--- config.mk ---
export PLATFORM = sky130hd
export DESIGN_NAME = covariance_predictor
export DESIGN_NICKNAME = d
export VERILOG_FILES = /design/src/rtl/kf_pkg.sv /design/src/rtl/kf_mac.sv /design/src/rtl/covariance_predictor.sv
export SDC_FILE = /design/constraint.sdc
export NUM_CORES = 2
export LEC_CHECK = 0
export ABC_AREA = 0
export CORE_AREA = 2 2 407 409
export CTS_CLUSTER_DIAMETER = 120
export DETAILED_ROUTE_END_ITERATION = 12
export DIE_AREA = 0 0 409 411
export GPL_ROUTABILITY_DRIVEN = 0
export GPL_TIMING_DRIVEN = 0
export PLACE_DENSITY_LB_ADDON = 0.25
export SLEW_MARGIN = 25
export SYNTH_ARGS = -nofsm -noshare
export SYNTH_HDL_FRONTEND = slang
export SYNTH_HIERARCHICAL = 1
export SYNTH_SLANG_ARGS = --single-unit
--- constraint.sdc ---
create_clock -name clk -period 24.7 [get_ports clk]
set_clock_uncertainty 0.15 [all_clocks]
set_input_delay 4.94 -clock clk [delete_from_list [all_inputs] [get_ports clk]]
set_output_delay 4.94 -clock clk [all_outputs]
set_load 0.01 [all_outputs]
--- src/rtl/kf_pkg.sv ---
// Shared types and helpers for the Kalman-filter datapath blocks.
// Reduction works on a fixed 64-bit container so one function serves every element width.
package kf_pkg;

   typedef enum logic [2:0] {
      IDLE,
      LOAD,
      MUL1,
      MUL2,
      DONE
   } cov_state_t;

   localparam int RED_W = 64;

   typedef struct packed {
      logic signed [RED_W-1:0] value;
      logic                    ovf;
   } reduce_t;

   // Accumulator wide enough that nos products of two WIDTH-bit operands never overflow.
   function automatic int acc_width(input int width, input int n);
      return 2 * width + $clog2(n) + 1;
   endfunction

   function automatic reduce_t sat_reduce(input logic signed [RED_W-1:0] value,
                                          input int                      width,
                                          input logic                    sat);
      reduce_t                 r;
      logic signed [RED_W-1:0] max_v;
      logic signed [RED_W-1:0] min_v;
      logic signed [RED_W-1:0] wrapped;
      max_v   = (64'sd1 <<< (width - 1)) - 64'sd1;
      min_v   = -max_v - 64'sd1;
      wrapped = (value <<< (RED_W - width)) >>> (RED_W - width);
      r.ovf   = (value > max_v) || (value < min_v);
      if (!r.ovf)
         r.value = value;
      else if (sat)
         r.value = (value > max_v) ? max_v : min_v;
      else
         r.value = wrapped;
      return r;
   endfunction

endpackage

--- src/rtl/kf_mac.sv ---
// Signed WIDTH x WIDTH multiply-accumulate; clr together with en restarts the sum at the product.
module kf_mac #(
   parameter int WIDTH = 16,
   parameter int ACC_W = 2 * WIDTH + 3
) (
   input  logic                    clk,
   input  logic                    rst_n,
   input  logic                    clr,
   input  logic                    en,
   input  logic signed [WIDTH-1:0] a,
   input  logic signed [WIDTH-1:0] b,
   output logic signed [ACC_W-1:0] acc
);

   logic signed [2*WIDTH-1:0] prod;

   assign prod = a * b;

   // NOTE: sequential state is updated with non-blocking assignments only, so every
   // register samples values from before the edge regardless of statement order.
   always_ff @(posedge clk or negedge rst_n) begin
      if (!rst_n)
         acc <= '0;
      else if (en)
         acc <= clr ? ACC_W'(prod) : acc + ACC_W'(prod);
      else if (clr)
         acc <= '0;
   end

endmodule

--- src/rtl/covariance_predictor.sv ---
// Kalman prediction step P_pred = F*P*F' + Q on one shared MAC: phase MUL1 builds T = F*P,
// phase MUL2 builds T*F' + Q reading F with swapped indices.
module covariance_predictor
   import kf_pkg::*;
#(
   parameter int WIDTH = 16,
   parameter int FRAC  = 0,
   parameter int nos   = 4,
   parameter int SAT   = 1
) (
   input  logic                    clk,
   input  logic                    reset,
   input  logic                    start,
   input  logic                    clear,
   input  logic signed [WIDTH-1:0] Fdnk [nos][nos],
   input  logic signed [WIDTH-1:0] P    [nos][nos],
   input  logic signed [WIDTH-1:0] Q    [nos][nos],
   output logic signed [WIDTH-1:0] g    [nos][nos],
   output logic                    busy,
   output logic                    done,
   output logic                    ovf
);

   localparam int            ACC_W = acc_width(WIDTH, nos);
   localparam int            IW    = (nos > 1) ? $clog2(nos) : 1;
   localparam logic [IW-1:0] LAST  = IW'(nos - 1);

   typedef logic signed [WIDTH-1:0] word_t;

   cov_state_t state, next_state;

   word_t f_r   [nos][nos];
   word_t p_r   [nos][nos];
   word_t q_r   [nos][nos];
   word_t t_r   [nos][nos];
   word_t res_r [nos][nos];

   logic [IW-1:0] i, j, k;
   logic          wb;
   logic          in_mul;
   logic          last_elem;
   logic          mac_en;
   logic          mac_clr;
   word_t         mac_a;
   word_t         mac_b;

   logic signed [ACC_W-1:0] acc;
   logic signed [ACC_W-1:0] acc_q;
   logic signed [ACC_W-1:0] acc_sum;
   word_t                   wb_val;
   logic                    wb_ovf;

   function automatic word_t reduce_word(input logic signed [ACC_W-1:0] v, output logic o);
      reduce_t r;
      r = sat_reduce(RED_W'(v), WIDTH, SAT != 0);
      o = r.ovf;
      return r.value[WIDTH-1:0];
   endfunction

   assign in_mul    = (state == MUL1) || (state == MUL2);
   assign last_elem = wb && (i == LAST) && (j == LAST);
   assign mac_en    = in_mul && !wb;
   assign mac_clr   = (k == '0);

   kf_mac #(
      .WIDTH (WIDTH),
      .ACC_W (ACC_W)
   ) u_mac (
      .clk   (clk),
      .rst_n (reset),
      .clr   (mac_clr),
      .en    (mac_en),
      .a     (mac_a),
      .b     (mac_b),
      .acc   (acc)
   );

   always_ff @(posedge clk or negedge reset) begin
      if (!reset)
         state <= IDLE;
      else
         state <= next_state;
   end

   // NOTE: every output of a combinational block gets a default first so no path
   // leaves it unassigned and infers a latch.
   always_comb begin
      next_state = state;
      busy       = 1'b0;
      done       = 1'b0;
      case (state)
         IDLE: if (start) next_state = LOAD;
         LOAD: begin
            busy       = 1'b1;
            next_state = MUL1;
         end
         MUL1: begin
            busy = 1'b1;
            if (last_elem) next_state = MUL2;
         end
         MUL2: begin
            busy = 1'b1;
            if (last_elem) next_state = DONE;
         end
         DONE: begin
            done       = 1'b1;
            next_state = IDLE;
         end
         default: next_state = IDLE;
      endcase
      if (clear) next_state = IDLE;
   end

   // MUL2 reads F(j,k) in place of F'(k,j), so no transposed copy is kept.
   always_comb begin
      mac_a  = t_r[i][k];
      mac_b  = f_r[j][k];
      acc_q  = '0;
      wb_ovf = 1'b0;
      if (state == MUL1) begin
         mac_a = f_r[i][k];
         mac_b = p_r[k][j];
      end
      if (state == MUL2)
         acc_q = ACC_W'(q_r[i][j]);
      acc_sum = (acc >>> FRAC) + acc_q;
      wb_val  = reduce_word(acc_sum, wb_ovf);
   end

   // NOTE: the operand and result buffers sit on the async reset because a reset must
   // leave no trace of a previous run anywhere in the block.
   always_ff @(posedge clk or negedge reset) begin
      if (!reset) begin
         for (int a = 0; a < nos; a++) begin
            for (int b = 0; b < nos; b++) begin
               f_r[a][b]   <= '0;
               p_r[a][b]   <= '0;
               q_r[a][b]   <= '0;
               t_r[a][b]   <= '0;
               res_r[a][b] <= '0;
               g[a][b]     <= '0;
            end
         end
         i   <= '0;
         j   <= '0;
         k   <= '0;
         wb  <= 1'b0;
         ovf <= 1'b0;
      end else if (!clear) begin
         case (state)
            LOAD: begin
               f_r <= Fdnk;
               p_r <= P;
               q_r <= Q;
               i   <= '0;
               j   <= '0;
               k   <= '0;
               wb  <= 1'b0;
               ovf <= 1'b0;
            end
            MUL1, MUL2: begin
               if (!wb) begin
                  if (k == LAST)
                     wb <= 1'b1;
                  else
                     k <= k + 1'b1;
               end else begin
                  wb  <= 1'b0;
                  k   <= '0;
                  ovf <= ovf | wb_ovf;
                  if (state == MUL1)
                     t_r[i][j] <= wb_val;
                  else
                     res_r[i][j] <= wb_val;
                  if (j == LAST) begin
                     j <= '0;
                     i <= (i == LAST) ? '0 : i + 1'b1;
                  end else begin
                     j <= j + 1'b1;
                  end
                  // g must already hold the new result during DONE, so the final element
                  // bypasses the buffer.
                  if (state == MUL2 && last_elem) begin
                     for (int a = 0; a < nos; a++)
                        for (int b = 0; b < nos; b++)
                           g[a][b] <= res_r[a][b];
                     g[LAST][LAST] <= wb_val;
                  end
               end
            end
            default: ;
         endcase
      end
   end

endmodule

==> results.ini <==
[min_path]
worstHoldPathType=reg -> reg

[timing]
timing.fmax_mhz=75.2
slew_headroom=0.215
setup_viol=0
hold_slack_ns=0.320
maxSlewViolCount=0
finalHoldViolCount=0
fin_crit_sh=0.538
period_needed_ns=13.30
setup_tns_ns=0
rsz0062_at_grt=no
tightest_slew_ns=1.18

[synthesis]
synth_top_family_by_area=multiplexers
synth_adder_area_share=0.0864
netlist.area_leader.share=0.464
synth_seq_cells=1566
synthXorXnorAreaFrac=0.00954
syn_area_per_cell_um2=12.2
post-synth-top-area-cell=dfrtp_1
yosysSeqAreaShare=0.464
synth-simple-area-share=0.102
synth_compound_area_frac=0.0838
synth_warnings=6
synth_area_um2=84400
synth_edf_count=0
synth_nets=8122
synthFlopType=dfrtp_1
netlist-cell-type-count=98
synthMuxAreaShare=0.217
synth_cells=6925
ys_async_sr_fraction=1.00
yosys-top-cells-area=dfrtp_1, mux2_2, mux4_2, fa_1, nand2_1

[pwr]
combPwrFrac=0.524
switching_share=0.427
p_int_w=0.00709
p_seq_frac=0.266
power.leakage_nw=44.9
power.density_nw_per_um2=119
pwr-share-clk=0.211
peakVddDrop_mv=0.188
p_switching_w=0.00528

[clock_network]
cts_inserted_buffers=167
clk_pin_slew_worst_paths_ns=0.07
cts-resized-gates=0
postCtsSetupBuffers=0
clkSinkCount=1566
clock_latency_ns=0.85
cts_tree=done
cts-root-buf=clkbuf_16
cts_buffer_depth=3
postCtsHoldBufs=0
htreeDepth=4

[grt]
antenna_found_initial=110
grt_overflow=0
grt_pass1_wl_um=435000
track_usage=0.354
grt_pass1_vias=64800
grt_max_degree=141

[flow_run]
maxCapViolCount=0

[final_layout]
multiInputGateArea_um2=42100
seq_area_um2=39200
syn_to_final_growth_pct=23.0
fill_cells=12600
num-nets-final=9340
drive_gt1_frac=0.228

[setup_path]
path_buf_inv=9
crit_type=reg -> reg
crit_path_top_delay_cell=clkbuf_1
crit_path_end_kind=flop
crit_family=adder cells
critPathLaunchType=flop
worst_path_largest_cell_delay_ns=0.75
rrSetupSlack_ns=11.40
worstPathMaxFanout=10
path_common_cell=fa_1
arrival_ns=13.82
crit_required_ns=25.23

[route]
wl_per_cell_um=28.5
drt-pass1-iter-count=8
vias=63700
ant_nets=0
drc=0
via_per_inst=6.05
drt_iter0_markers=6420
routed_wirelength_um=300000

[place]
place_hpwl_um=235000
io_buffers=1030

[die]
die_area_um2=168000
fp.dieW_um=409
core_um2=164000
pin_count=1031
initial_core_util=0.515
rows=149
die_y_um=411

[outcome]
status=finished clean

[metrics by stage]
| step | power [W] | area (um^2) | worst slack (ns) | cells | utilization |
|---|---|---|---|---|---|
| 2_1_floorplan | 0.00759 | 84400 | 14.37 | 6925 | - |
| 3_3_place_gp | 0.00947 | 97500 | -51.52 | 10100 | 0.595 |
| 3_5_place_dp | 0.00964 | 98000 | 11.31 | 10200 | 0.598 |
| 4_1_cts | 0.0122 | 104000 | 11.17 | 10500 | 0.633 |
| 5_1_grt | 0.0130 | 104000 | 10.99 | 10500 | 0.634 |
| 6_report | 0.0124 | 104000 | 11.40 | 10500 | 0.634 |
[state kept, by name, summed over array words and instances (netlist names), 2 cells and up]
name	count
i	2
p_r	256
k	2
f_r	256
state	3
g	256
res_r	240
u_mac/acc	35
t_r	256
q_r	256
j	2
[layout by cell type, fill, tap and decap left out, types with 42 or more instances in the layout]
master              n
a211oi_2          225
clkbuf_1          375
fa_1              264
and2_1            125
nand3_1            57
inv_1             318
o21ai_1            47
and3_1             42
nand2_1          1145
ha_1              161
dfrtp_1          1566
a211oi_1          104
nor2_1            413
clkbuf_16         168
xnor2_1            58
a21o_1             46
mux4_2            400
clkdlybuf4s50_1  1029
mux2_2            802
a21oi_1            80
diode_2            71
o21ai_0           227
[logic make-up (layout without fill, tap and decap cells)]
logic type,Yosys count,after routing
flip-flops,1566,1566
XOR/XNOR,89,89
AND/OR/NAND/NOR,1958,1958
multiplexers,1227,1227
AO/OA/AOI/OAI,874,874
adder cells (fa/ha/maj),425,425
buffers and inverters,786,2141
other,0,71
[synth_stat cells, types with 51 or more instances]
master / number
mux2_2: 802
dfrtp_1: 1566
ha_1: 161
nand2_1: 1145
nand3_1: 57
a211oi_1: 104
clkbuf_1: 347
fa_1: 264
a21oi_1: 80
mux4_2: 400
o21ai_0: 227
buf_1: 51
inv_1: 318
nor2_1: 413
a211oi_2: 225
xnor2_1: 58
and2_1: 125
[power by group through the flow]
| stage | clock, W | sequential [W] | combinational, W |
|---|---|---|---|
| global placement | 0 | 0.00332 | 0.00615 |
| floorplan | 0 | 0.00318 | 0.00440 |
| detailed placement | 0 | 0.00331 | 0.00633 |
| global route | 0.00272 | 0.00333 | 0.00693 |
| finish | 0.00260 | 0.00329 | 0.00648 |
| CTS | 0.00261 | 0.00327 | 0.00636 |
[layer usage]
layer / global-route usage / vias up / share of wire
met2: 0.552 / 3554 / 0.46
met4: 0.217 / 68 / 0.067
met3: 0.0976 / 881 / 0.10
li1: - / 26800 / -
met5: 0 / - / 0.0014
met1: 0.442 / 32400 / 0.37
[worst min-delay path: stages, from the launching register on]
cell	delay, ns
dfrtp_1	0.34
nand2_1	0.05
nand2_1	0.05
[worst paths after layout]
path / startpoint / end / depth (start not counted)
worst min-delay path: res_r[206] / g[206] / 2
min in group asynchronous: reset / g[163] / 2
worst max-delay path: i[0] / u_mac/acc[33] / 36
worst min register to register: res_r[206] / g[206] / 2
max in group asynchronous: reset / q_r[5] / 7
worst max register to register: i[0] / u_mac/acc[33] / 36
[cell type report]
class / count / share of cell area
Antenna cell: 71 / 0.00171
Inverter: 322 / 0.0116
Clock inverter: 57 / 0.00802
Multi-Input combinational cell: 4573 / 0.405
Timing Repair Buffer: 1049 / 0.104
Tap cell: 2189 / 0.0264
Clock buffer: 249 / 0.0468
Sequential cell: 1566 / 0.377
Buffer: 464 / 0.0192
(Power assumes the default switching activity.)
